`config.mk`:
```
export PLATFORM = sky130hd
export DESIGN_NAME = note_highway
export DESIGN_NICKNAME = d
export VERILOG_FILES = /design/src/rtl/note_highway_pkg.sv /design/src/rtl/note_judge.sv /design/src/rtl/note_highway.sv
export SDC_FILE = /design/constraint.sdc
export NUM_CORES = 1
export LEC_CHECK = 0
export CAP_MARGIN = 40
export CORE_MARGIN = 2
export CORE_UTILIZATION = 50
export DETAILED_ROUTE_END_ITERATION = 8
export PLACE_DENSITY = 0.8
export REMOVE_ABC_BUFFERS = 1
export SYNTH_ARGS = -nofsm -noshare
export SYNTH_HDL_FRONTEND = slang
export SYNTH_SLANG_ARGS = --single-unit
```
`constraint.sdc`:
```
create_clock -name clk -period 9.8 [get_ports clk]
set_input_delay 1.96 -clock clk [delete_from_list [all_inputs] [get_ports clk]]
set_output_delay 1.96 -clock clk [all_outputs]
set_load 0.005 [all_outputs]
```
`src/rtl/note_highway_pkg.sv`:
```
// note_highway_pkg: shared game state encoding, lane count, counter widths and lane popcount
package note_highway_pkg;
  typedef enum logic [1:0] {IDLE, RUN, FETCH, DONE} state_t;
  localparam int LANES = 4;
  localparam int SCORE_W = 16;
  localparam int MISS_W = 8;
  function automatic logic [2:0] lane_count(input logic [LANES-1:0] v);
    lane_count = '0;
    for (int i = 0; i < LANES; i++) lane_count = lane_count + 3'(v[i]);
  endfunction
endpackage

```
`src/rtl/note_judge.sv`:
```
// note_judge: key edge detection and hit/miss evaluation against the hit row
module note_judge
  import note_highway_pkg::*;
(
  input  logic             active,
  input  logic             shift,
  input  logic [LANES-1:0] keys,
  input  logic [LANES-1:0] keys_prev,
  input  logic [LANES-1:0] hit_row,
  output logic [LANES-1:0] hit_mask,
  output logic [3:0]       miss_inc
);
  logic [LANES-1:0] press;
  always_comb begin
    press = active ? keys & ~keys_prev : '0;
    hit_mask = press & hit_row;
    miss_inc = 4'(lane_count(press & ~hit_row)) + 4'(shift ? lane_count(hit_row & ~press) : 3'd0);
  end
endmodule

```
`src/rtl/note_highway.sv`:
```
// note_highway: four-lane falling-note rhythm game core
module note_highway
  import note_highway_pkg::*;
#(
  parameter int BEAT_DIV = 12_500_000,
  parameter int ROWS     = 8,
  parameter int SONG_LEN = 64,
  parameter int MAX_MISS = 15
) (
  input  logic                clk,
  input  logic                rst,
  input  logic                start,
  input  logic [LANES-1:0]    rnd,
  input  logic [LANES-1:0]    keys,
  output logic                rng_en,
  output logic [4*ROWS-1:0]   highway,
  output logic [SCORE_W-1:0]  score,
  output logic [MISS_W-1:0]   miss_count,
  output logic                busy,
  output logic                game_over
);
  localparam int BW = $clog2(BEAT_DIV);
  localparam int IW = $clog2(SONG_LEN + 2);
  state_t state;
  logic [BW-1:0] beat_cnt;
  logic [IW-1:0] rows_inserted;
  logic [LANES-1:0] keys_prev;
  logic [LANES-1:0] hit_row;
  logic [LANES-1:0] hit_mask;
  logic [3:0] miss_inc;
  logic active;
  logic fetch;
  logic beat_end;
  logic song_done;
  logic end_cond;
  logic [MISS_W:0] miss_sum;
  logic [SCORE_W:0] score_sum;
  logic [4*ROWS-1:0] judged;
  logic [4*ROWS-1:0] shifted;
  note_judge u_judge (
    .active    (active),
    .shift     (fetch),
    .keys      (keys),
    .keys_prev (keys_prev),
    .hit_row   (hit_row),
    .hit_mask  (hit_mask),
    .miss_inc  (miss_inc)
  );
  always_comb begin
    active = state == RUN || state == FETCH;
    fetch = state == FETCH;
    beat_end = state == RUN && beat_cnt == BW'(BEAT_DIV - 1);
    hit_row = highway[4*ROWS-1 -: 4];
    song_done = rows_inserted == IW'(SONG_LEN) && highway == '0;
    end_cond = active && (miss_count >= MISS_W'(MAX_MISS) || song_done);
    judged = highway & ~{hit_mask, {4*(ROWS-1){1'b0}}};
    shifted = {judged[4*ROWS-5:0], rows_inserted < IW'(SONG_LEN) ? rnd : 4'b0000};
    miss_sum = (MISS_W+1)'(miss_count) + (MISS_W+1)'(miss_inc);
    score_sum = (SCORE_W+1)'(score) + (SCORE_W+1)'(lane_count(hit_mask));
    rng_en = beat_end;
    busy = active;
    game_over = state == DONE;
  end
  always_ff @(posedge clk) begin
    keys_prev <= keys;
    if (rst) begin
      state <= IDLE;
      beat_cnt <= '0;
      rows_inserted <= '0;
      highway <= '0;
      score <= '0;
      miss_count <= '0;
      keys_prev <= '0;
    end else if (!active) begin
      if (start) begin
        state <= RUN;
        beat_cnt <= '0;
        rows_inserted <= '0;
        highway <= '0;
        score <= '0;
        miss_count <= '0;
      end
    end else begin
      state <= end_cond ? DONE : beat_end ? FETCH : RUN;
      beat_cnt <= beat_end ? '0 : fetch ? beat_cnt : beat_cnt + 1'b1;
      highway <= fetch ? shifted : judged;
      if (fetch && rows_inserted < IW'(SONG_LEN)) rows_inserted <= rows_inserted + 1'b1;
      score <= score_sum[SCORE_W] ? '1 : score_sum[SCORE_W-1:0];
      miss_count <= miss_sum[MISS_W] ? '1 : miss_sum[MISS_W-1:0];
    end
  end
endmodule

```
==> out/qor.yml, run 1 <==
antennaDiodeCount: 0
synthSimpleGateAreaFrac_pct: 26.3
ir_worst_vdd_mv: 0.0767
p_comb_share_pct: 8.7
synthMuxAreaShare_pct: 0.405
synth_top_area_cell: "dfxtp_1"
synth.cell_area_um2: 4940
post_cts_buffers: 0
root_buffer: "clkbuf_8"
grt_overflow_total: 0
finClkSkew_ns: 0.00906
syn2layout_area_growth_pct: 19.5
final.min_clock_period_ns: 5.77
antenna_left: 0
syn_area_per_cell_um2: 8.57
synth_cell_types: 64
p_per_area_nw_per_um2: 119
cts_resized: 0
drive_gt1_share_pct: 5.93
cts_sinks: 93
fp-row-count: 36
vias_per_cell: 5.99
synth.most_common_cell: "dfxtp_1"
worstSetupStartpointType: "primary input"
postSynthCellCount: 576
synth_top_family_by_area: "simple AND/OR/NAND/NOR gates"
htreeDepth: 3
required_ns: 10.11
finalCritPeriodShare_pct: 58.9
setup_viol: 0
core_um2: 9680
io_pins: 70
cts_tree: "yes"
p_int_uw: 503
switchingPower_uw: 198
die_area_um2: 10700
yosysSeqAreaShare_pct: 37.7
start_util_pct: 51.0
clock_latency_ns: 0.38
synth_top_area_share_pct: 37.7
ys_ff_latch: 93
seqPwrFrac_pct: 55.2
synth_edf_count: 0
synth_compound_area_share_pct: 21.6
wire_per_inst_um: 16.1
hold_viol: 0
arrival_ns: 6.08
finalWirelength_mm: 12.5
max_freq_ghz: 0.173
synth_xor_area_share_pct: 1.60
setup_tns_ns: 0
outcome: "completed"
num-fill-cells: 821
clk_pin_slew_ns: 0.10
critPathCaptureType: "flop"
antenna_found_initial: 0
relSlewSlack_pct: 48.2
maxSlewViolCount: 0
path_class: "in2reg"
synthTopCellsByCount: "dfxtp_1 (93), nor2_1 (61), a22oi_1 (35), nand2_1 (35), o21ai_0 (31)"
crit_fanout: 5
yosys_most_used_dff: "dfxtp_1"
drc_errors: 0
numCtsBuffers: 9
grt_pass1_wl_mm: 20.8
vias: 4639
die_h_um: 103
port_buffers: 69
drtIter0Drc: 376
yosys_warnings: 0
grt_max_degree: 53
hold_buffers: 0
synth_area_leaders: "dfxtp_1 (38%), a22oi_1 (5.3%), nor2_1 (4.6%)"
swShare_pct: 28.2
post_dp_cell_area_um2: 5710
num-nets-final: 672
grt_use_total_pct: 24.4
fin_area_um2: 5900
synth-adder-area-share_pct: 7.40
async_reset_ff_share_pct: 0
drtPass1Iterations: 4
rsz0062_at_grt: "no"
die_w_um: 103
clockPowerShare_pct: 36.2
hold_class: "reg2reg"
routabilityCongestion: 0.888
worst_slew_pin_slew_ns: 0.777
cts_max_path_buffers: 2
post-route-util_pct: 60.9
grt_pass1_vias: 4290
place_hpwl_mm: 8.84
cellLeakagePower_nw: 2.23
maxCapViolations: 0
==> through the flow <==
step | std cells | total power [mW] | setup WS, ns | hold slack [ns]
after floorplan | 550 | 0.430 | 4.48 | 0.434
after global placement | 756 | 0.452 | 3.82 | 0.444
after detailed placement | 758 | 0.455 | 3.69 | 0.460
after CTS | 774 | 0.704 | 4.08 | 0.478
after global routing | 774 | 0.730 | 3.74 | 0.489
final | 774 | 0.701 | 4.03 | 0.473
==> power groups by stage <==
stage	registers (mW)	clock network [mW]	logic, mW
global route	0.387	0.275	0.0672
finish	0.387	0.254	0.0608
detailed placement	0.395	0	0.0598
CTS	0.386	0.258	0.0601
floorplan	0.394	0	0.0354
global placement	0.395	0	0.0568
==> final cells by class <==
class	instances	area, um2	share of cell area [%]
clock inverter	7	65.1	1.10
clock buffer	9	124	2.10
multi-input combinational	427	2830	48.0
inverter	30	113	1.91
sequential	93	1860	31.6
tap	133	166	2.82
timing repair buffer	75	738	12.5
==> cell usage in the layout (no fill, tap or decap), drive strengths merged, types with 9 or more instances in the layout <==
cell type,netlist,routed
and3,13,13
nand2,35,35
nor2b,20,20
clkdlybuf4s50,0,68
a21oi,31,31
nand3,28,28
nor2,61,61
nor3,18,18
ha,18,18
dfxtp,93,93
o21ai,35,35
nor4,12,12
a22oi,35,35
a31oi,19,19
clkbuf,17,9
inv,30,34
nand4,14,14
==> per-layer routing <==
| layer | track usage (%) | up-vias | routed length, um | share of wire (%) |
|---|---|---|---|---|
| li1 | - | 2239 | - | - |
| met2 | 38.0 | 146 | 6000 | 48 |
| met4 | 9.62 | 0 | 253 | 2.0 |
| met3 | 5.58 | 24 | 633 | 5.1 |
| met5 | 0 | - | 0 | 0 |
| met1 | 32.9 | 2230 | 5580 | 45 |
==> worst paths after layout <==
| path | from | end | slack (ns) | cells past startpoint |
|---|---|---|---|---|
| worst min-delay path | beat_cnt[19] | beat_cnt[19] | 0.47 | 1 |
| worst max-delay path | keys[1] | miss_count[3] | 4.03 | 17 |
| worst min register to register | beat_cnt[19] | beat_cnt[19] | 0.47 | 1 |
| worst max register to register | state[0] | miss_count[3] | 4.61 | 19 |
==> flip-flops by register name, summed over array words and instances, names as in the netlist <==
register	count
beat_cnt	24
highway	32
keys_prev	4
miss_count	8
rows_inserted	7
score	16
state	2
==> critical path, cell delays in order <==
cell	delay, ns
clkdlybuf4s50_1	0.48
nor2b_1	0.20
and2_1	0.17
nor2b_1	0.05
ha_1	0.31
fa_1	0.48
and2_1	0.13
ha_1	0.17
inv_1	0.05
fa_1	0.37
xnor2_1	0.16
ha_1	0.37
nor2b_1	0.14
o21ai_0	0.14
a211oi_1	0.53
o21ai_0	0.17
a21oi_1	0.18
==> kinds of logic after synthesis <==
group,count (synthesis)
simple gates,234
compound gates,157
flops,93
buf+inv,56
fa+ha+maj,25
xor+xnor,9
mux,2
Power figures use the tool's default switching activity.
==> inputs of run 2 (changes only) <==
clock period = 5.45 ns   (was 9.8 ns; I/O delays follow)
==> run 2 against run 1 <==
  * Sequential share of layout area is essentially flat
  * First-iteration DRC count shrank 16%
  * Register-to-register slack lost 3.7 ns
  * Largest power group unchanged
  * Critical path type unchanged
  * Non-clock buffer count grew 1
  * Total power grew 76%
  * Critical endpoint unchanged
  * Worst setup slack lost 3.5 ns
  * Count of clock-buffer cells in the layout grew 1
  * Via count grew 1.5%
  * Hold slack gained 0.011 ns
==> out/qor.yml, run 2 (synthesis results as in run 1) <==
drtPass1Iterations: 5
reg2reg_to: "miss_count[3]"
finClkSkew_ns: 0.0150
fp-row-count: 36
ir_worst_vdd_mv: 0.133
crit_buf_inv: 2
fin_area_um2: 5890
die_w_um: 103
critPathCaptureType: "flop"
cp_top_family: "adder cells"
post_cts_buffers: 0
drive_gt1_share_pct: 5.92
hold_viol: 0
path_cells: "clkdlybuf4s50_1, nor2b_1, and2_1, nor2b_1, ha_1, fa_1, and2_1, ha_1, inv_1, fa_1, fa_1, nor2b_1, o21ai_0, a211oi_1, o21ai_0, a21oi_1"
maxCapViolations: 0
crit_fanout: 5
cpPeakStageDelay_ns: 0.56
drtIter0Drc: 315
required_ns: 5.74
worstSetupStartpointType: "primary input"
finalWirelength_mm: 12.7
routabilityCongestion: 0.881
vias_per_cell: 6.08
relSlewSlack_pct: 56.6
root_buffer: "clkbuf_8"
setup_tns_ns: 0
min_to: "beat_cnt[19]"
die_h_um: 103
place_hpwl_mm: 8.91
cts_resized: 0
setup_viol: 0
grt_pass1_wl_mm: 20.9
hold_buffers: 0
numCtsBuffers: 9
final.min_clock_period_ns: 4.96
rsz0062_at_grt: "no"
start_util_pct: 51.0
path_class: "in2reg"
io_pins: 70
wire_per_inst_um: 16.4
max_freq_ghz: 0.202
hold_class: "reg2reg"
hold_depth: 1
p_per_area_nw_per_um2: 210
arrival_ns: 5.25
core_um2: 9680
maxSlewViolCount: 0
drc_errors: 0
cellLeakagePower_nw: 2.23
cts_tree: "yes"
finalCritPeriodShare_pct: 91.0
final_common_cell: "dfxtp_1"
largest_reg_flops: 32
final_cell_mix: "dfxtp_1 (93), clkdlybuf4s50_1 (68), nor2_1 (61), nand2_1 (35), a22oi_1 (35)"
num-nets-final: 673
finalPower_mw: 1.24
finalNonFillerCells: 775
syn2layout_area_growth_pct: 19.3
vias: 4710
grt_use_total_pct: 24.7
highest_layer: "met4"
wl_met2_mm: 6.16
dr_wl_met3_um: 791
cts_max_path_buffers: 2
antenna_left: 0
grt_overflow_total: 0
clk_pin_slew_ns: 0.09
top_register: "highway"
largestRegisters: "highway: 32 flops, beat_cnt: 24 flops, score: 16 flops"
place_inst: 759
grt_max_degree: 53
cp_slowest_cell: "a211oi_1"
timing.rr.start: "state[0]"
htreeDepth: 3
r2r_cells: 17
post_dp_cell_area_um2: 5720
min_from: "beat_cnt[19]"
die_area_um2: 10700
outcome: "completed"
worst_slew_pin_slew_ns: 0.645
cts_sinks: 93
antennaDiodeCount: 0
reg2reg_setup_slack_ns: 0.87
port_buffers: 69
antenna_found_initial: 0
clock_latency_ns: 0.38
met1Wirelength_mm: 5.52
grt_pass1_vias: 4387
[run 2: changes by cell type in the layout (fill, tap and decap cells not counted), sizes merged]
cell | previous run | this run
buf | 7 | 8
clkbuf | 9 | 10
clkinvlp | 1 | 2
inv | 34 | 32
[run 2: final cells by class]
type	count	area, um2
Fill cell	824	3790
Multi-Input combinational cell	427	2830
Sequential cell	93	1860
Timing Repair Buffer	76	746
Tap cell	133	166
Clock buffer	10	128
Inverter	30	113
Clock inverter	6	46.3
[run 2: worst register-to-register path: stages, from the launching register on]
cell,delay [ns]
dfxtp_1,0.38
inv_1,0.08
ha_1,0.31
inv_1,0.20
and2_1,0.18
nor2b_1,0.05
ha_1,0.31
fa_1,0.48
and2_1,0.12
ha_1,0.19
inv_1,0.07
fa_1,0.49
fa_1,0.46
nor2b_1,0.12
o21ai_0,0.13
a211oi_1,0.56
o21ai_0,0.18
a21oi_1,0.19
[run 2: through the flow]
stage	hold WS (ns)	setup slack (ns)	util, %
after CTS	0.482	0.560	60.8
after global placement	0.444	0.359	58.8
after detailed placement	0.462	0.213	59.0
after global routing	0.524	0.260	60.8
after floorplan	0.434	0.616	-
final	0.485	0.492	60.8
[run 2: how the worst max path moves through the flow]
| stage | startpoint | endpoint | cells after the start |
|---|---|---|---|
| after detailed placement | keys[1] | miss_count[3] | 16 |
| after global placement | keys[1] | miss_count[3] | 16 |
| after floorplan | state[0] | miss_count[2] | 18 |
| after global routing | keys[1] | miss_count[2] | 16 |
| final | keys[1] | miss_count[3] | 16 |
| after CTS | keys[1] | miss_count[3] | 16 |
[run 2: routing by layer]
layer / up-vias / GRT usage (%)
li1: 2240 / -
met1: 2265 / 32.5
met2: 174 / 40.5
met3: 31 / 4.91
met4: 0 / 8.60
met5: - / 0
[run 2: where the power goes]
| group | internal (mW) | switching (mW) | leakage (nW) |
|---|---|---|---|
| Combinational | 0.0419 | 0.0698 | 1.39 |
| Clock | 0.169 | 0.260 | 0.0833 |
| Sequential | 0.686 | 0.00871 | 0.751 |
| Total | 0.897 | 0.338 | 2.23 |
==> inputs of run 3 (changes only) <==
clock period = 4.8 ns   (was 5.45 ns; I/O delays follow)
==> run 3 against run 2 <==
  * Hold slack got worse by 0.0059 ns
  * Die area did not move
  * Clock power rose by 17%
  * Clock skew fell by 0.0059 ns
  * Core utilization rose by 0.52 points
  * Design area rose by 0.85%
  * Critical path depth rose by 2
==> out/qor.yml, run 3 (synthesis results as in run 1) <==
seqPwrFrac_pct: 55.7
num-fill-cells: 817
cts_sinks: 93
clk_pin_slew_ns: 0.10
setup_tns_ns: 0
io_pins: 70
clockPowerShare_pct: 35.5
drtIter0Drc: 242
critPathCaptureType: "flop"
final.min_clock_period_ns: 4.52
grt_pass1_wl_mm: 20.8
largest_reg_flops: 32
core_um2: 9680
max_freq_ghz: 0.221
clock_latency_ns: 0.38
finalWirelength_mm: 12.4
largestRegisters: "highway: 32 flops, beat_cnt: 24 flops, score: 16 flops"
seqCellArea_um2: 1860
worstSetupStartpointType: "primary input"
die_area_um2: 10700
cts_tree: "yes"
rsz0062_at_grt: "no"
htreeDepth: 3
top_register: "highway"
wire_per_inst_um: 16.0
hold_viol: 0
antennaDiodeCount: 0
dr_wl_met3_um: 644
grt_pass1_vias: 4457
root_buffer: "clkbuf_8"
highest_layer: "met4"
p_int_mw: 1.04
vias: 4635
numCtsBuffers: 9
routabilityCongestion: 0.868
path_class: "in2reg"
relSlewSlack_pct: 56.1
switchingPower_uw: 382
finalCritPeriodShare_pct: 94.2
hold_class: "reg2reg"
antenna_left: 0
maxCapViolations: 0
finClkSkew_ns: 0.00915
met1Wirelength_mm: 5.44
p_comb_share_pct: 8.8
grt_max_degree: 52
hold_slack_ns: 0.479
wl_met2_mm: 6.10
hold_buffers: 0
swShare_pct: 26.9
worst_slew_pin_slew_ns: 0.652
final_cell_mix: "dfxtp_1 (93), clkdlybuf4s50_1 (68), nor2_1 (61), nand2_1 (35), a22oi_1 (35)"
crit_fanout: 5
arrival_ns: 4.84
start_util_pct: 51.0
ir_worst_vdd_mv: 0.236
grt_overflow_total: 0
place_hpwl_mm: 8.86
required_ns: 5.12
vias_per_cell: 5.95
drc_errors: 0
finalNonFillerCells: 779
grt_use_total_pct: 24.7
drtPass1Iterations: 5
antenna_found_initial: 0
die_h_um: 103
maxSlewViolCount: 0
port_buffers: 69
cts_max_path_buffers: 2
syn2layout_area_growth_pct: 20.3
multi_input_area_um2: 2840
setup_viol: 0
p_per_area_nw_per_um2: 238
cellLeakagePower_nw: 2.25
num-nets-final: 677
place_inst: 763
fp-row-count: 36
die_w_um: 103
outcome: "completed"
drive_gt1_share_pct: 6.81
final_common_cell: "dfxtp_1"
-- run 3: stage by stage --
step                      power, mW  util (%)  setup WS [ns]  cell area [um2]
final                          1.42      61.4          0.277             5940
after global routing           1.48      61.4         0.0467             5940
after CTS                      1.43      61.3          0.237             5930
after detailed placement      0.930      59.4         -0.199             5750
after global placement        0.924      59.1         0.0289             5730
after floorplan               0.877         -        -0.0339             4800
-- run 3: power by group through the flow --
stage | clock [mW] | combinational (mW) | sequential (mW)
finish | 0.503 | 0.125 | 0.789
global route | 0.546 | 0.138 | 0.791
CTS | 0.514 | 0.124 | 0.789
detailed placement | 0 | 0.123 | 0.807
global placement | 0 | 0.118 | 0.806
floorplan | 0 | 0.0722 | 0.805
-- run 3: final cells by class --
cell class	instances	area share [%]
clock inverters	5	0.737
multi-input cells	427	47.8
flip-flops and latches	93	31.3
well taps	133	2.80
inverters	30	1.90
clock buffers	11	2.38
repair buffers	80	13.1
-- run 3: timing repair --
action / in CTS / in global routing
resized for setup: 0 / 3
endpoints found under the setup margin: 0 / 6
setup buffers: 0 / 0
-- run 3: path summary, 6_finish.rpt --
path | start | to | slack, ns | cells after the start
worst max-delay path | keys[0] | miss_count[2] | 0.28 | 18
worst min register to register | beat_cnt[19] | beat_cnt[19] | 0.48 | 1
worst min-delay path | beat_cnt[19] | beat_cnt[19] | 0.48 | 1
worst max register to register | state[0] | miss_count[2] | 0.62 | 18
-- run 3: worst max-delay path: stages --
cell and delay [ns]:
clkdlybuf4s50_1 0.46, nor2b_1 0.21, and2_1 0.18, nor2b_1 0.15, ha_1 0.24, inv_1 0.08
fa_1 0.41, inv_1 0.07, ha_1 0.16, inv_1 0.06, fa_1 0.49, fa_1 0.44
nor2b_1 0.15, o21ai_1 0.11, a211oi_2 0.26, buf_4 0.17, o21ai_0 0.08, a21oi_1 0.16
-- run 3: layer usage --
metal	up-vias	track usage [%]
met2	129	39.5
met5	-	0
li1	2252	-
met1	2223	30.7
met3	31	7.86
met4	0	10.4
